[src/rtl/volts_buf_pkg.sv]
// rtl/volts_buf_pkg.sv - shared FSM encoding and length clamp for volts_buffer
package volts_buf_pkg;

  typedef enum logic [1:0] {
    ST_IDLE    = 2'd0,
    ST_CAPTURE = 2'd1,
    ST_FETCH   = 2'd2,
    ST_PRESENT = 2'd3
  } state_e;

  // A requested length of zero, or one larger than the RAM, means "fill the RAM".
  function automatic int unsigned clamp_len(input int unsigned len, input int unsigned depth);
    return ((len == 0) || (len > depth)) ? depth : len;
  endfunction

endpackage

[src/rtl/volts_buffer_if.sv]
// rtl/volts_buffer_if.sv - ADC capture / TX drain signal bundle for volts_buffer
// master: ADC side and TX side stimulus (start, len, samples, ready)
// slave : the buffer itself (drives dout, dout_valid, busy, done, count)
interface volts_buffer_if #(
  parameter int Width = 12,
  parameter int Depth = 32
);
  localparam int AddrW = $clog2(Depth);

  logic             start_i;
  logic [AddrW:0]   len_i;
  logic [Width-1:0] din_i;
  logic             din_valid_i;
  logic [Width-1:0] dout_o;
  logic             dout_valid_o;
  logic             dout_ready_i;
  logic             busy_o;
  logic             done_o;
  logic [AddrW:0]   count_o;

  modport master (
    output start_i, len_i, din_i, din_valid_i, dout_ready_i,
    input  dout_o, dout_valid_o, busy_o, done_o, count_o
  );

  modport slave (
    input  start_i, len_i, din_i, din_valid_i, dout_ready_i,
    output dout_o, dout_valid_o, busy_o, done_o, count_o
  );
endinterface

[src/rtl/ram_sp_sync.sv]
// rtl/ram_sp_sync.sv - single-port RAM with registered read data
// clk_i   : clock
// we_i    : write wdata_i to addr_i
// re_i    : load rdata_o from addr_i (visible next cycle)
// addr_i  : shared read/write address
// wdata_i : write data
// rdata_o : read data, held between reads
module ram_sp_sync #(
  parameter int Width = 12,
  parameter int Depth = 32
) (
  input  logic                     clk_i,
  input  logic                     we_i,
  input  logic                     re_i,
  input  logic [$clog2(Depth)-1:0] addr_i,
  input  logic [Width-1:0]         wdata_i,
  output logic [Width-1:0]         rdata_o
);

  logic [Width-1:0] mem [Depth];
  logic [Width-1:0] rdata_q;

  // No reset on the array or the read register: the buffer contents are
  // only meaningful after they have been written.
  always_ff @(posedge clk_i) begin
    if (we_i) begin
      mem[addr_i] <= wdata_i;
    end
    if (re_i) begin
      rdata_q <= mem[addr_i];
    end
  end

  assign rdata_o = rdata_q;

endmodule

[src/rtl/volts_buffer.sv]
// rtl/volts_buffer.sv - capture a burst of ADC samples, then drain it to TX
// clk_i  : system clock, rising edge
// rst_ni : synchronous active-low reset
// bus    : slave side of volts_buffer_if
//   start_i/len_i      start a capture burst of len_i samples (0 or >Depth -> Depth)
//   din_i/din_valid_i  ADC samples, written only while capturing
//   dout_o/dout_valid_o/dout_ready_i  drain handshake, one sample per 2 cycles max
//   busy_o  not idle; done_o  pulse after last sample accepted; count_o  samples captured
module volts_buffer
  import volts_buf_pkg::*;
#(
  parameter int Width = 12,
  parameter int Depth = 32
) (
  input logic         clk_i,
  input logic         rst_ni,
  volts_buffer_if.slave bus
);

  localparam int AddrW = $clog2(Depth);
  localparam int LenW  = AddrW + 1;

  state_e           state_q, state_d;
  logic [LenW-1:0]  len_q, len_d;
  logic [AddrW-1:0] wr_ptr_q, wr_ptr_d;
  logic [AddrW-1:0] rd_ptr_q, rd_ptr_d;
  logic [LenW-1:0]  count_q, count_d;
  logic             dout_valid_q, dout_valid_d;
  logic             done_q, done_d;

  logic             ram_we;
  logic             ram_re;
  logic [AddrW-1:0] ram_addr;
  logic [Width-1:0] ram_rdata;

  ram_sp_sync #(
    .Width(Width),
    .Depth(Depth)
  ) u_ram (
    .clk_i   (clk_i),
    .we_i    (ram_we),
    .re_i    (ram_re),
    .addr_i  (ram_addr),
    .wdata_i (bus.din_i),
    .rdata_o (ram_rdata)
  );

  always_ff @(posedge clk_i) begin
    if (!rst_ni) begin
      state_q      <= ST_IDLE;
      len_q        <= '0;
      wr_ptr_q     <= '0;
      rd_ptr_q     <= '0;
      count_q      <= '0;
      dout_valid_q <= 1'b0;
      done_q       <= 1'b0;
    end else begin
      state_q      <= state_d;
      len_q        <= len_d;
      wr_ptr_q     <= wr_ptr_d;
      rd_ptr_q     <= rd_ptr_d;
      count_q      <= count_d;
      dout_valid_q <= dout_valid_d;
      done_q       <= done_d;
    end
  end

  always_comb begin
    state_d      = state_q;
    len_d        = len_q;
    wr_ptr_d     = wr_ptr_q;
    rd_ptr_d     = rd_ptr_q;
    count_d      = count_q;
    dout_valid_d = dout_valid_q;
    done_d       = 1'b0;

    unique case (state_q)
      ST_IDLE: begin
        if (bus.start_i) begin
          len_d    = LenW'(clamp_len(32'(bus.len_i), Depth));
          wr_ptr_d = '0;
          count_d  = '0;
          state_d  = ST_CAPTURE;
        end
      end

      ST_CAPTURE: begin
        if (bus.din_valid_i) begin
          wr_ptr_d = wr_ptr_q + AddrW'(1);
          count_d  = count_q + LenW'(1);
          if (count_d == len_q) begin
            rd_ptr_d = '0;
            state_d  = ST_FETCH;
          end
        end
      end

      ST_FETCH: begin
        // RAM read issued this cycle; data lands as PRESENT begins.
        dout_valid_d = 1'b1;
        state_d      = ST_PRESENT;
      end

      ST_PRESENT: begin
        if (bus.dout_ready_i) begin
          dout_valid_d = 1'b0;
          if ({1'b0, rd_ptr_q} == len_q - LenW'(1)) begin
            done_d  = 1'b1;
            state_d = ST_IDLE;
          end else begin
            rd_ptr_d = rd_ptr_q + AddrW'(1);
            state_d  = ST_FETCH;
          end
        end
      end

      default: state_d = ST_IDLE;
    endcase
  end

  always_comb begin
    ram_we   = (state_q == ST_CAPTURE) && bus.din_valid_i;
    ram_re   = (state_q == ST_FETCH);
    ram_addr = ram_we ? wr_ptr_q : rd_ptr_q;
  end

  // The RAM read register only reloads in FETCH, so it holds the presented
  // sample steady under backpressure; gating keeps dout at zero otherwise.
  assign bus.dout_o       = dout_valid_q ? ram_rdata : '0;
  assign bus.dout_valid_o = dout_valid_q;
  assign bus.busy_o       = (state_q != ST_IDLE);
  assign bus.done_o       = done_q;
  assign bus.count_o      = count_q;

endmodule

[src/flat_wrapper.sv]
// flat-port wrapper written by rule: the top's interface ports become plain ports
module volts_buffer_flat import volts_buf_pkg::*;
#(
  parameter int Width = 12,
  parameter int Depth = 32
)
  (clk_i, rst_ni, bus_start_i, bus_len_i, bus_din_i, bus_din_valid_i, bus_dout_ready_i, bus_dout_o, bus_dout_valid_o, bus_busy_o, bus_done_o, bus_count_o);
  volts_buffer_if #(.Width(Width), .Depth(Depth)) bus_i ();
  input logic clk_i;
  input logic rst_ni;
  input wire logic [$bits(bus_i.start_i)-1:0] bus_start_i;
  input wire logic [$bits(bus_i.len_i)-1:0] bus_len_i;
  input wire logic [$bits(bus_i.din_i)-1:0] bus_din_i;
  input wire logic [$bits(bus_i.din_valid_i)-1:0] bus_din_valid_i;
  input wire logic [$bits(bus_i.dout_ready_i)-1:0] bus_dout_ready_i;
  output wire logic [$bits(bus_i.dout_o)-1:0] bus_dout_o;
  output wire logic [$bits(bus_i.dout_valid_o)-1:0] bus_dout_valid_o;
  output wire logic [$bits(bus_i.busy_o)-1:0] bus_busy_o;
  output wire logic [$bits(bus_i.done_o)-1:0] bus_done_o;
  output wire logic [$bits(bus_i.count_o)-1:0] bus_count_o;
  assign bus_i.start_i = bus_start_i;
  assign bus_i.len_i = bus_len_i;
  assign bus_i.din_i = bus_din_i;
  assign bus_i.din_valid_i = bus_din_valid_i;
  assign bus_i.dout_ready_i = bus_dout_ready_i;
  assign bus_dout_o = bus_i.dout_o;
  assign bus_dout_valid_o = bus_i.dout_valid_o;
  assign bus_busy_o = bus_i.busy_o;
  assign bus_done_o = bus_i.done_o;
  assign bus_count_o = bus_i.count_o;
  volts_buffer #(.Width(Width), .Depth(Depth)) u_core (.clk_i(clk_i), .rst_ni(rst_ni), .bus(bus_i));
endmodule
[config.mk]
export PLATFORM = sky130hd
export DESIGN_NAME = volts_buffer_flat
export DESIGN_NICKNAME = d
export VERILOG_FILES = /design/src/rtl/volts_buf_pkg.sv /design/src/rtl/volts_buffer_if.sv /design/src/rtl/ram_sp_sync.sv /design/src/rtl/volts_buffer.sv /design/src/flat_wrapper.sv
export SDC_FILE = /design/constraint.sdc
export NUM_CORES = 1
export LEC_CHECK = 0
export ABC_CLOCK_PERIOD_IN_PS = 4000
export CAP_MARGIN = 20
export CORE_MARGIN = 2
export CORE_UTILIZATION = 35
export DETAILED_ROUTE_END_ITERATION = 7
export GPL_TIMING_DRIVEN = 0
export SYNTH_ARGS = -nofsm -noshare
export SYNTH_HDL_FRONTEND = slang
export SYNTH_HIERARCHICAL = 1
export SYNTH_SLANG_ARGS = --single-unit
[constraint.sdc]
create_clock -name clk_i -period 4 [get_ports clk_i]
set_input_delay 0.8 -clock clk_i [delete_from_list [all_inputs] [get_ports clk_i]]
set_output_delay 0.8 -clock clk_i [all_outputs]
set_load 0.005 [all_outputs]
==> results.toml <==
[pwr]
ir_worst_vdd_mv = 0.250
power_density_mw_per_mm2 = 446
p_leak_nw = 6.23
finalPower_mw = 9.11

[synthesis]
synth_top_family_by_area = "multiplexers"
synth-simple-area-share_pct = 7.05
synth-adder-area-share_pct = 0.294
synth-compound-area-share_pct = 5.34
synth-edff-count = 396
synth-main-ff-cell = "edfxtp_1"
syn_avg_cell_area_um2 = 16.2
synth-warning-count = 6
yosysUniqueCellTypes = 57
synth_mux_area_share_pct = 11.5
syn_nets = 1079
synth_area_mm2 = 0.0170
ys_seq_area_share_pct = 72.9
ys_ff_latch = 422
synth-xor-area-share_pct = 0.720
async_reset_ff_share_pct = 0
synth_cells = 1052

[worst_setup_path]
cpPeakStageDelay_ps = 520
worst_setup_path_start_kind = "input port"
worstReg2RegStart = "u_core/state_q[1]"
reg2regPathDepth = 12
crit_type = "input port to flip-flop"
crit_buf_inv = 5
cp.required_ps = 4270
reg2reg_to = "u_core/u_ram/rdata_o[0]"
cp.arrival_ps = 4110
rrSetupSlack_ps = 520
crit_family = "simple AND/OR/NAND/NOR gates"
worstPathMaxFanout = 10
cpMaxStageDelayCell = "or3b_2"
worstPathCellList = "clkdlybuf4s50_1, nor2b_2, nand2_1, clkbuf_1, nand2_1, nand2_1, clkbuf_1, or3b_2, clkbuf_1, nor2_2, buf_6"
crit_path_end_kind = "flip-flop"
critPathLaunch = "bus_din_valid_i"

[sta]
maxSlewHeadroom_pct = 27.8
period_minus_slack_ps = 3840
hold_viol_final = 0
setup_viol = 0
fmax_mhz = 260
worst_pin_slew_ps = 1080
grt_setup_unrepaired = "false"
whs_ps = 521
tns_ps = 0
slew_viol_final = 0
period_share_pct = 96.1
skew_ps = 21.2

[global_route]
grt_usage_pct = 15.8
grt_pass1_wl_mm = 58.6
overflow = 0
grt_antenna_before_repair = 0
grt_pass1_vias = 9290
grt_max_degree = 33

[floorplanning]
io_pins = 44
dieHeight_um = 225
core_area_mm2 = 0.0478
die_x_um = 225
initial_core_util_pct = 35.6
die-area_mm2 = 0.0505
rows = 80

[worst_hold_path]
worstHoldEndpoint = "u_core/rd_ptr_q[1]"
min_path_cells = 3
hp-start = "rst_ni"
hp-class = "input port to flip-flop"

[route]
viasPerCell = 5.23
wl_per_cell_um = 21.8
vias = 9540
initialDrtViolationCount = 839
drt_wl_total_mm = 39.7
drc = 0
drt_pre_antenna_iters = 5
antenna_left = 0

[final_layout]
regArea_mm2 = 0.0124
n_antenna_cell = 0
area_delta_synth_final_pct = 19.9
multi_input_area_mm2 = 0.00449
nets = 1204
final_util_pct = 42.7
final_cells = 1823
fill_cells = 4222
final_layout_size_suffix_gt1_share_pct = 16.6

[clock_tree]
numCtsBuffers = 45
cts_tree = "yes"
h-tree-depth = 2
clk_latency_ps = 560
cts_sinks = 422
cts.clk_slew.worst_paths_ps = 60
cts_buffer_depth = 3
cts-root-buf = "clkbuf_16"

[outcome]
status = "finished, final reports clean"

[placement]
placed_cells = 1736
portBuffers = 42
place_congestion = 0.862
dp_hpwl_mm = 27.3

[flow_run]
drv_cap = 0
==> cells in the final DEF, fill, tap and decap left out, types with 5 or more instances in the layout <==
master and count:
edfxtp_1 396, mux2i_1 194, o22ai_1 97, clkbuf_16 47
nand2_1 45, clkdlybuf4s50_1 42, buf_2 33, dfxtp_1 26
buf_6 24, nor2_1 24, nor4_1 17, clkbuf_1 15
buf_4 15, a21oi_1 14, nor2_4 13, and2_1 12
nor2b_1 12, nand3_1 12, clkinv_1 11, nor2_2 9
buf_16 9, nand3b_1 8, xnor2_1 8, nand4bb_1 7
o21ai_0 7, xor2_1 6, nor4_4 6, clkinv_2 5
inv_1 5, nand4b_1 5, nor3b_1 5
==> sequential cells by signal, summed over array words and instances, names as in the netlist <==
register                 cells
u_core/len_q                 6
u_core/state_q               2
u_core/bus.done_o            1
u_core/wr_ptr_q              5
u_core/bus.count_o           6
u_core/u_ram/rdata_o        12
u_core/rd_ptr_q              5
u_core/u_ram/mem           384
u_core/bus.dout_valid_o      1
==> timing repair <==
item	4_1_cts	5_1_grt
setup endpoints to repair	294	297
hold buffers	0	0
resized for setup	45	13
setup buffers	6	0
pin swaps	0	0
hold endpoints to repair	0	0
==> cell type report <==
cell class / count / share of cell area (%)
Sequential cell: 422 / 60.8
Clock inverter: 24 / 1.08
Buffer: 60 / 1.84
Tap cell: 615 / 3.77
Inverter: 6 / 0.110
Multi-Input combinational cell: 564 / 22.0
Timing Repair Buffer: 78 / 4.57
Clock buffer: 54 / 5.89
==> cell families (layout without fill, tap and decap cells) <==
logic type,after synthesis,in the layout
AOI/OAI and AO/OA,139,139
xor gates and xnor gates,14,14
adders and majority gates,4,4
buffers and inverters,66,222
DFF,422,422
muxes,195,195
and+or+nand+nor,212,212
==> synth_stat cells, types with 5 or more instances <==
cell type	n	area, um2
buf_2	33	165
nand3_1	13	65.1
a21oi_1	14	70.1
clkbuf_1	9	33.8
buf_6	11	124
mux2i_1	194	1940
nand3b_1	8	60.1
nand2_1	45	169
inv_1	5	18.8
nor2b_1	13	81.3
dfxtp_1	26	521
nor3b_1	5	37.5
nor2_1	46	173
edfxtp_1	396	11900
nor4_1	25	156
o21ai_0	7	35.0
xnor2_1	8	70.1
o22ai_1	97	607
nand4bb_1	7	78.8
nand4b_1	5	43.8
nor3_1	7	35.0
and2_1	12	75.1
xor2_1	6	52.6
==> layer usage <==
layer | GRT usage (%) | part of all wire [%]
met1 | 21.2 | 44
met2 | 26.2 | 48
met3 | 2.66 | 4.6
met4 | 5.06 | 2.9
met5 | 0 | 0
==> power by group <==
group / total, mW / switching [mW] / internal (mW)
combinational: 0.267 / 0.164 / 0.103
sequential: 4.85 / 0.00962 / 4.84
clock: 4.00 / 1.61 / 2.39
total: 9.11 / 1.78 / 7.33
==> through the flow <==
step | setup slack [ps] | instance area (um2)
2_1_floorplan | 357 | 17000
5_1_grt | 5.01 | 20400
6_report | 157 | 20400
3_3_place_gp | -1510 | 18200
4_1_cts | -9.70 | 20300
3_5_place_dp | -1240 | 18700
==> worst max path at each step <==
stage | end | slack [ps] | depth (start not counted)
floorplan | u_core/u_ram/mem[25][0] | 360 | 10
global placement | u_core/u_ram/mem[26][7] | -1510 | 11
detailed placement | u_core/u_ram/mem[31][6] | -1240 | 11
CTS | u_core/u_ram/mem[30][8] | -10 | 12
global route | u_core/u_ram/mem[8][4] | 5 | 11
finish | u_core/u_ram/mem[8][4] | 160 | 11
==> worst min-delay path, cell delays in order <==
cell     delay (ps)
buf_6           120
nand2_1          60
mux2i_1          50
Note: power is estimated with default switching activity, not from simulation.
==> patch 1: new RTL, same settings <==
Make the reset (`rst_ni`) asynchronous in one clocked block. Comments in the files are not updated.
--- a/src/rtl/volts_buffer.sv
+++ b/src/rtl/volts_buffer.sv
@@ -45,7 +45,7 @@
     .rdata_o (ram_rdata)
   );
 
-  always_ff @(posedge clk_i) begin
+  always_ff @(posedge clk_i or negedge rst_ni) begin
     if (!rst_ni) begin
       state_q      <= ST_IDLE;
       len_q        <= '0;
Check against the original RTL: differs if rst_ni is asserted again (counterexample within 4 cycles, from zero or initial values and one cycle with rst_ni low); with rst_ni held inactive, the same outputs for 4 cycles.
==> patch 1 against the unedited design <==
Worst setup slack worse by 0.13 ns. Via count shrank 1.7%. First-iteration DRC count increased by 4.4%. Sequential cell count unchanged. Wire length rose by 0.28%. Area after synthesis down 0.59%. Synthesized cell count fell by 2.7%. Non-clock buffer count is 5 lower. Final area decreased by 0.99%. Highest routed layer unchanged. Utilization decreased by 0.34 points. Fmax is 3.2% lower.
Power is not compared: it rests on default switching activity, and its combinational part moved more than twofold at a synthesized area within 25%.
==> patch 1: results (changes against the unedited design) <==
- Result of the run: finished, final reports clean
* Global-route usage over all layers: 15.9% (+0.14 points)
* Layout cell share with drive strength beyond 1: 16.8% (+0.24 points)
- Number of cell instances on the worst register-to-register path: 10 (-2)
* Met1 track utilization from global routing: 21.5% (+0.33 points)
* Total clock buffers created by CTS: 43 (-4.4%)
* Fillers: 4276 (+1.3%)
* Netlist cell types: 49 (-14%)
* End point of the critical path: u_core/u_ram/mem[9][4]$_DFFE_PP_
- Met1 wire length: 16900 um (-4.0%)
- Worst stage delay on the critical path: 0.76 ns (+0.24 ns)
- Path category of the worst min-delay check: register to register
* Register area share after synthesis: 74.0% (+1.2 points)
- The via count of the first global-routing pass is 9427 (+1.5%).
* Critical path peak fanout: 19 (+9)
* Sum of met2 wire segment lengths after detailed routing: 19600 um (+2.6%)
- Routed wire length on met3: 2230 um (+22%)
- The number of DRC markers in iteration 0 was 876 (+4.4%).
- The arrival time reported for the critical path endpoint came to 4.16 ns (+0.05 ns).
- Clock skew: 0.0178 ns (-0.00331 ns)
- The slew at the pin with the worst max-slew slack came to 0.922 ns (-0.158 ns).
* Asr flop ratio synth: 6.16% (+6.2 points)
- The final routed wire length divided by cell count was 22.2 um (+1.9%).
* Worst reg2reg setup slack: 0.22 ns (-0.30 ns)
- The met3 global-route usage is 2.36% (-0.30 points).
- The count of nets after finishing came to 1172 (-2.7%).
- Placed standard-cell area: 18600 um2 (-0.33%)
- Launching point of the worst reg2reg path: u_core/state_q[1]$_DFFE_PN0P_
- First-pass GRT wire length: 59500 um (+1.6%)
## patch 1: cell types whose count changed after synthesis, moves of 5 or more
cell / unedited run / this run
sky130_fd_sc_hd__dfrtp_1: 0 / 26
sky130_fd_sc_hd__dfxtp_1: 26 / 0
sky130_fd_sc_hd__nor2b_1: 13 / 0
sky130_fd_sc_hd__a21oi_1: 14 / 2
sky130_fd_sc_hd__o21ai_0: 7 / 17
sky130_fd_sc_hd__buf_6: 11 / 6
sky130_fd_sc_hd__nand3b_1: 8 / 13
sky130_fd_sc_hd__nor3b_1: 5 / 0
## patch 1: what timing repair did
action / in CTS / in global routing
setup endpoints to repair: 325 / 206
hold buffers: 0 / 0
gates cloned: 0 / 0
buffers inserted: 2 / 0
resized for setup: 37 / 12
## patch 1: final cells by class
| cell class | count | area [um2] | area share [%] |
|---|---|---|---|
| clock inverters | 27 | 206 | 1.02 |
| well taps | 615 | 769 | 3.80 |
| inverters | 6 | 26.3 | 0.130 |
| flip-flops and latches | 422 | 12500 | 62.0 |
| repair buffers | 77 | 980 | 4.84 |
| multi-input cells | 539 | 4270 | 21.1 |
| plain buffers | 56 | 308 | 1.52 |
| clock buffers | 52 | 1130 | 5.59 |
## patch 1: metrics by stage
step                      setup WS, ns  util (%)  TNS (ns)  instances
after detailed placement         -1.32      38.9   -333.37       1710
after global routing           -0.0972      42.4     -2.83       1794
after global placement           -1.84      38.0   -413.91       1682
final                           0.0283      42.4         0       1794
after floorplan                  0.362         -         0       1024
after CTS                      -0.0441      42.1    -0.567       1790
## patch 1: how the worst min path moves through the flow
stage / start / end / slack, ns / cells past startpoint
finish: u_core/bus.count_o[5]$_DFFE_PN0P_ / u_core/bus.count_o[5]$_DFFE_PN0P_ / 0.55 / 1
floorplan: rst_ni / u_core/bus.count_o[0]$_DFFE_PN0P_ / 0.50 / 0
global placement: u_core/wr_ptr_q[4]$_DFFE_PN0P_ / u_core/wr_ptr_q[4]$_DFFE_PN0P_ / 0.54 / 2
global route: u_core/wr_ptr_q[0]$_DFFE_PN0P_ / u_core/wr_ptr_q[0]$_DFFE_PN0P_ / 0.59 / 1
detailed placement: u_core/bus.count_o[5]$_DFFE_PN0P_ / u_core/bus.count_o[5]$_DFFE_PN0P_ / 0.54 / 1
CTS: u_core/bus.count_o[5]$_DFFE_PN0P_ / u_core/bus.count_o[5]$_DFFE_PN0P_ / 0.54 / 1
## patch 1: cell families (layout without fill, tap and decap cells)
logic type      count (synthesis)  in the layout  share of synthesized area (%)
compound gates                132            132                           5.05
flops                         422            422                           74.0
fa+ha+maj                       4              4                          0.295
mux                           192            192                           11.3
buf+inv                        63            218                           1.95
simple gates                  195            195                           6.48
xor+xnor                       16             16                          0.827
==> patch 2: new RTL, same settings <==
Without the edit above. `Depth` is set to 32 in 4 places; all go to 64.
--- a/src/rtl/volts_buffer_if.sv
+++ b/src/rtl/volts_buffer_if.sv
@@ -3,7 +3,7 @@
 // slave : the buffer itself (drives dout, dout_valid, busy, done, count)
 interface volts_buffer_if #(
   parameter int Width = 12,
-  parameter int Depth = 32
+  parameter int Depth = 64
 );
   localparam int AddrW = $clog2(Depth);
 
--- a/src/rtl/ram_sp_sync.sv
+++ b/src/rtl/ram_sp_sync.sv
@@ -7,7 +7,7 @@
 // rdata_o : read data, held between reads
 module ram_sp_sync #(
   parameter int Width = 12,
-  parameter int Depth = 32
+  parameter int Depth = 64
 ) (
   input  logic                     clk_i,
   input  logic                     we_i,
--- a/src/rtl/volts_buffer.sv
+++ b/src/rtl/volts_buffer.sv
@@ -10,7 +10,7 @@
   import volts_buf_pkg::*;
 #(
   parameter int Width = 12,
-  parameter int Depth = 32
+  parameter int Depth = 64
 ) (
   input logic         clk_i,
   input logic         rst_ni,
--- a/src/flat_wrapper.sv
+++ b/src/flat_wrapper.sv
@@ -2,7 +2,7 @@
 module volts_buffer_flat import volts_buf_pkg::*;
 #(
   parameter int Width = 12,
-  parameter int Depth = 32
+  parameter int Depth = 64
 )
   (clk_i, rst_ni, bus_start_i, bus_len_i, bus_din_i, bus_din_valid_i, bus_dout_ready_i, bus_dout_o, bus_dout_valid_o, bus_busy_o, bus_done_o, bus_count_o);
   volts_buffer_if #(.Width(Width), .Depth(Depth)) bus_i ();
Ports: changed (resized bus_count_o and bus_len_i); port bits go from 44 to 46. No check against the original RTL was run, so the function may have changed too.
==> patch 2 against the unedited design <==
The run now ends with negative setup slack left. First-iteration DRC count grew to 3.9 times the old value. Sequential power is 92% higher. Power is 95% higher. Sequential cell count is 388 higher. Utilization is 1.4 points higher. Wire length grew to 3.3 times the old value. Worst setup slack worse by 0.24 ns. Final area is 95% higher. Area after synthesis is 88% higher. Critical path type unchanged. Largest cell class unchanged.
==> patch 2: results (changes against the unedited design) <==
- The routed via count is 22079 (+130%).
- Result of the run: finished with violations
* Worst hold path depth: 2 (-1)
* Ranking of synthesized cells by area: sky130_fd_sc_hd__edfxtp_1, sky130_fd_sc_hd__a22oi_1, sky130_fd_sc_hd__a221oi_1
- The slew at the pin with the worst max-slew slack is 1.10 ns (+0.0221 ns).
- Netlist cell types: 72 (+26%)
* Detailed placer's ending HPWL: 88100 um (+220%)
- Count of nets after finishing: 2273 (+89%)
* First-pass iteration count of the detailed router: 6 (+1)
* Final number of setup-violating endpoints: 7 (+7)
- Global-route usage over all layers: 27.5% (+12 points)
- The path with the worst hold slack has its endpoint at u_core/bus.count_o[6]$_SDFFE_PN0P_.
- The port buffer count was 45 (+7.1%).
- Number of gates given a new drive strength after cts: 351 (+680%)
- Routability cong.: 1.01 (+17%)
- Clock skew: 0.0492 ns (+0.0281 ns)
* Count of flip-flops with a built-in enable after synthesis: 780 (+97%)
* Power consumed by the clock network: 7.94 mW (+98%)
- Sum of routed wire length over all layers: 131000 um (+230%)
* Placement-stage worst setup slack: -3.25 ns (-2.01 ns)
* Slowest cell on the critical path: sky130_fd_sc_hd__clkdlybuf4s50_1
- The proportion of synthesized area in mux cells came to 4.57% (-6.9 points).
* Combinational group power: 474 uW (+78%)
- Violated checks: negative setup slack
- Switching fraction of total power: 20.9% (+1.3 points)
- The worst setup slack for register-to-register paths is 0.07 ns (-0.45 ns).
* Flip-flop count of the largest register after layout: 768 (+100%)
* Top post-synthesis cells by count: sky130_fd_sc_hd__edfxtp_1, sky130_fd_sc_hd__a22oi_1, sky130_fd_sc_hd__nor2_1
- Level count of the clock H-tree: 3 (+1)
- Final worst slack: -0.0810 ns (-0.238 ns)
- Setup bufs post-CTS: 39 (+33)
- The leakage power came to 12.6 nW (+100%).
- Synth Net Count: 2017 (+87%)
- Worst stage delay on the critical path: 0.50 ns (-0.02 ns)
* Met1 wire length: 46900 um (+170%)
- Routed wire length on met3: 18200 um (+900%)
* Sum of met2 wire segment lengths after detailed routing: 56600 um (+200%)
- The arrival time reported for the critical path endpoint came to 4.37 ns (+0.26 ns).
* Placed standard-cell area: 35100 um2 (+88%)
* Worst Hold Slack: 0.541 ns (+0.0201 ns)
- The accumulated negative setup slack came to -0.208 ns (-0.208 ns).
- Share of the synthesized netlist area taken by xor and xnor gates: 0.656% (-0.064 points)
- Worst IR Drop VDD: 0.334 mV (+33%)
* Gate family responsible for the most delay along the worst path: buffers and inverters
- The fraction of layout instances using a drive strength above 1 was 25.7% (+9.1 points).
- The worst hold path begins at u_core/bus.count_o[6]$_SDFFE_PN0P_.
- The insertion delay of the later-clocked pin in the worst-skew pair is 0.67 ns (+0.11 ns).
* Compound-cell area share of the yosys netlist: 12.0% (+6.7 points)
* Path category of the worst min-delay check: register to register
- The number of antenna violations at the first check in global routing came to 3 (+3).
-- patch 2: cell count changes in the layout (fill, tap and decap cells not counted), sizes merged, moves of 85 or more --
cell / unedited run / this run
mux2i: 194 / 51
a22oi: 3 / 139
buf: 83 / 241
a21oi: 14 / 99
edfxtp: 396 / 780
a221oi: 0 / 89
-- patch 2: cell type report --
cell class	instances	area share [%]
flip-flops and latches	810	60.3
multi-input cells	1026	20.3
clock buffers	98	5.52
repair buffers	175	5.36
well taps	1176	3.69
plain buffers	139	3.24
clock inverters	55	1.47
inverters	9	0.104
diodes	2	0.0126
-- patch 2: stage by stage --
stage               utilization, %  std cells  power [mW]
finish                        44.1       3490        17.7
global route                  44.0       3488        18.1
CTS                           43.7       3475        17.8
detailed placement            38.9       3288        9.92
global placement              37.6       3210        9.91
floorplan                        -       1989        9.62
-- patch 2: per-layer routing --
layer	GRT usage, %	up-vias
met3	9.45	432
met4	15.5	2
met2	40.8	1827
li1	-	8602
met1	35.1	11216
met5	0	-
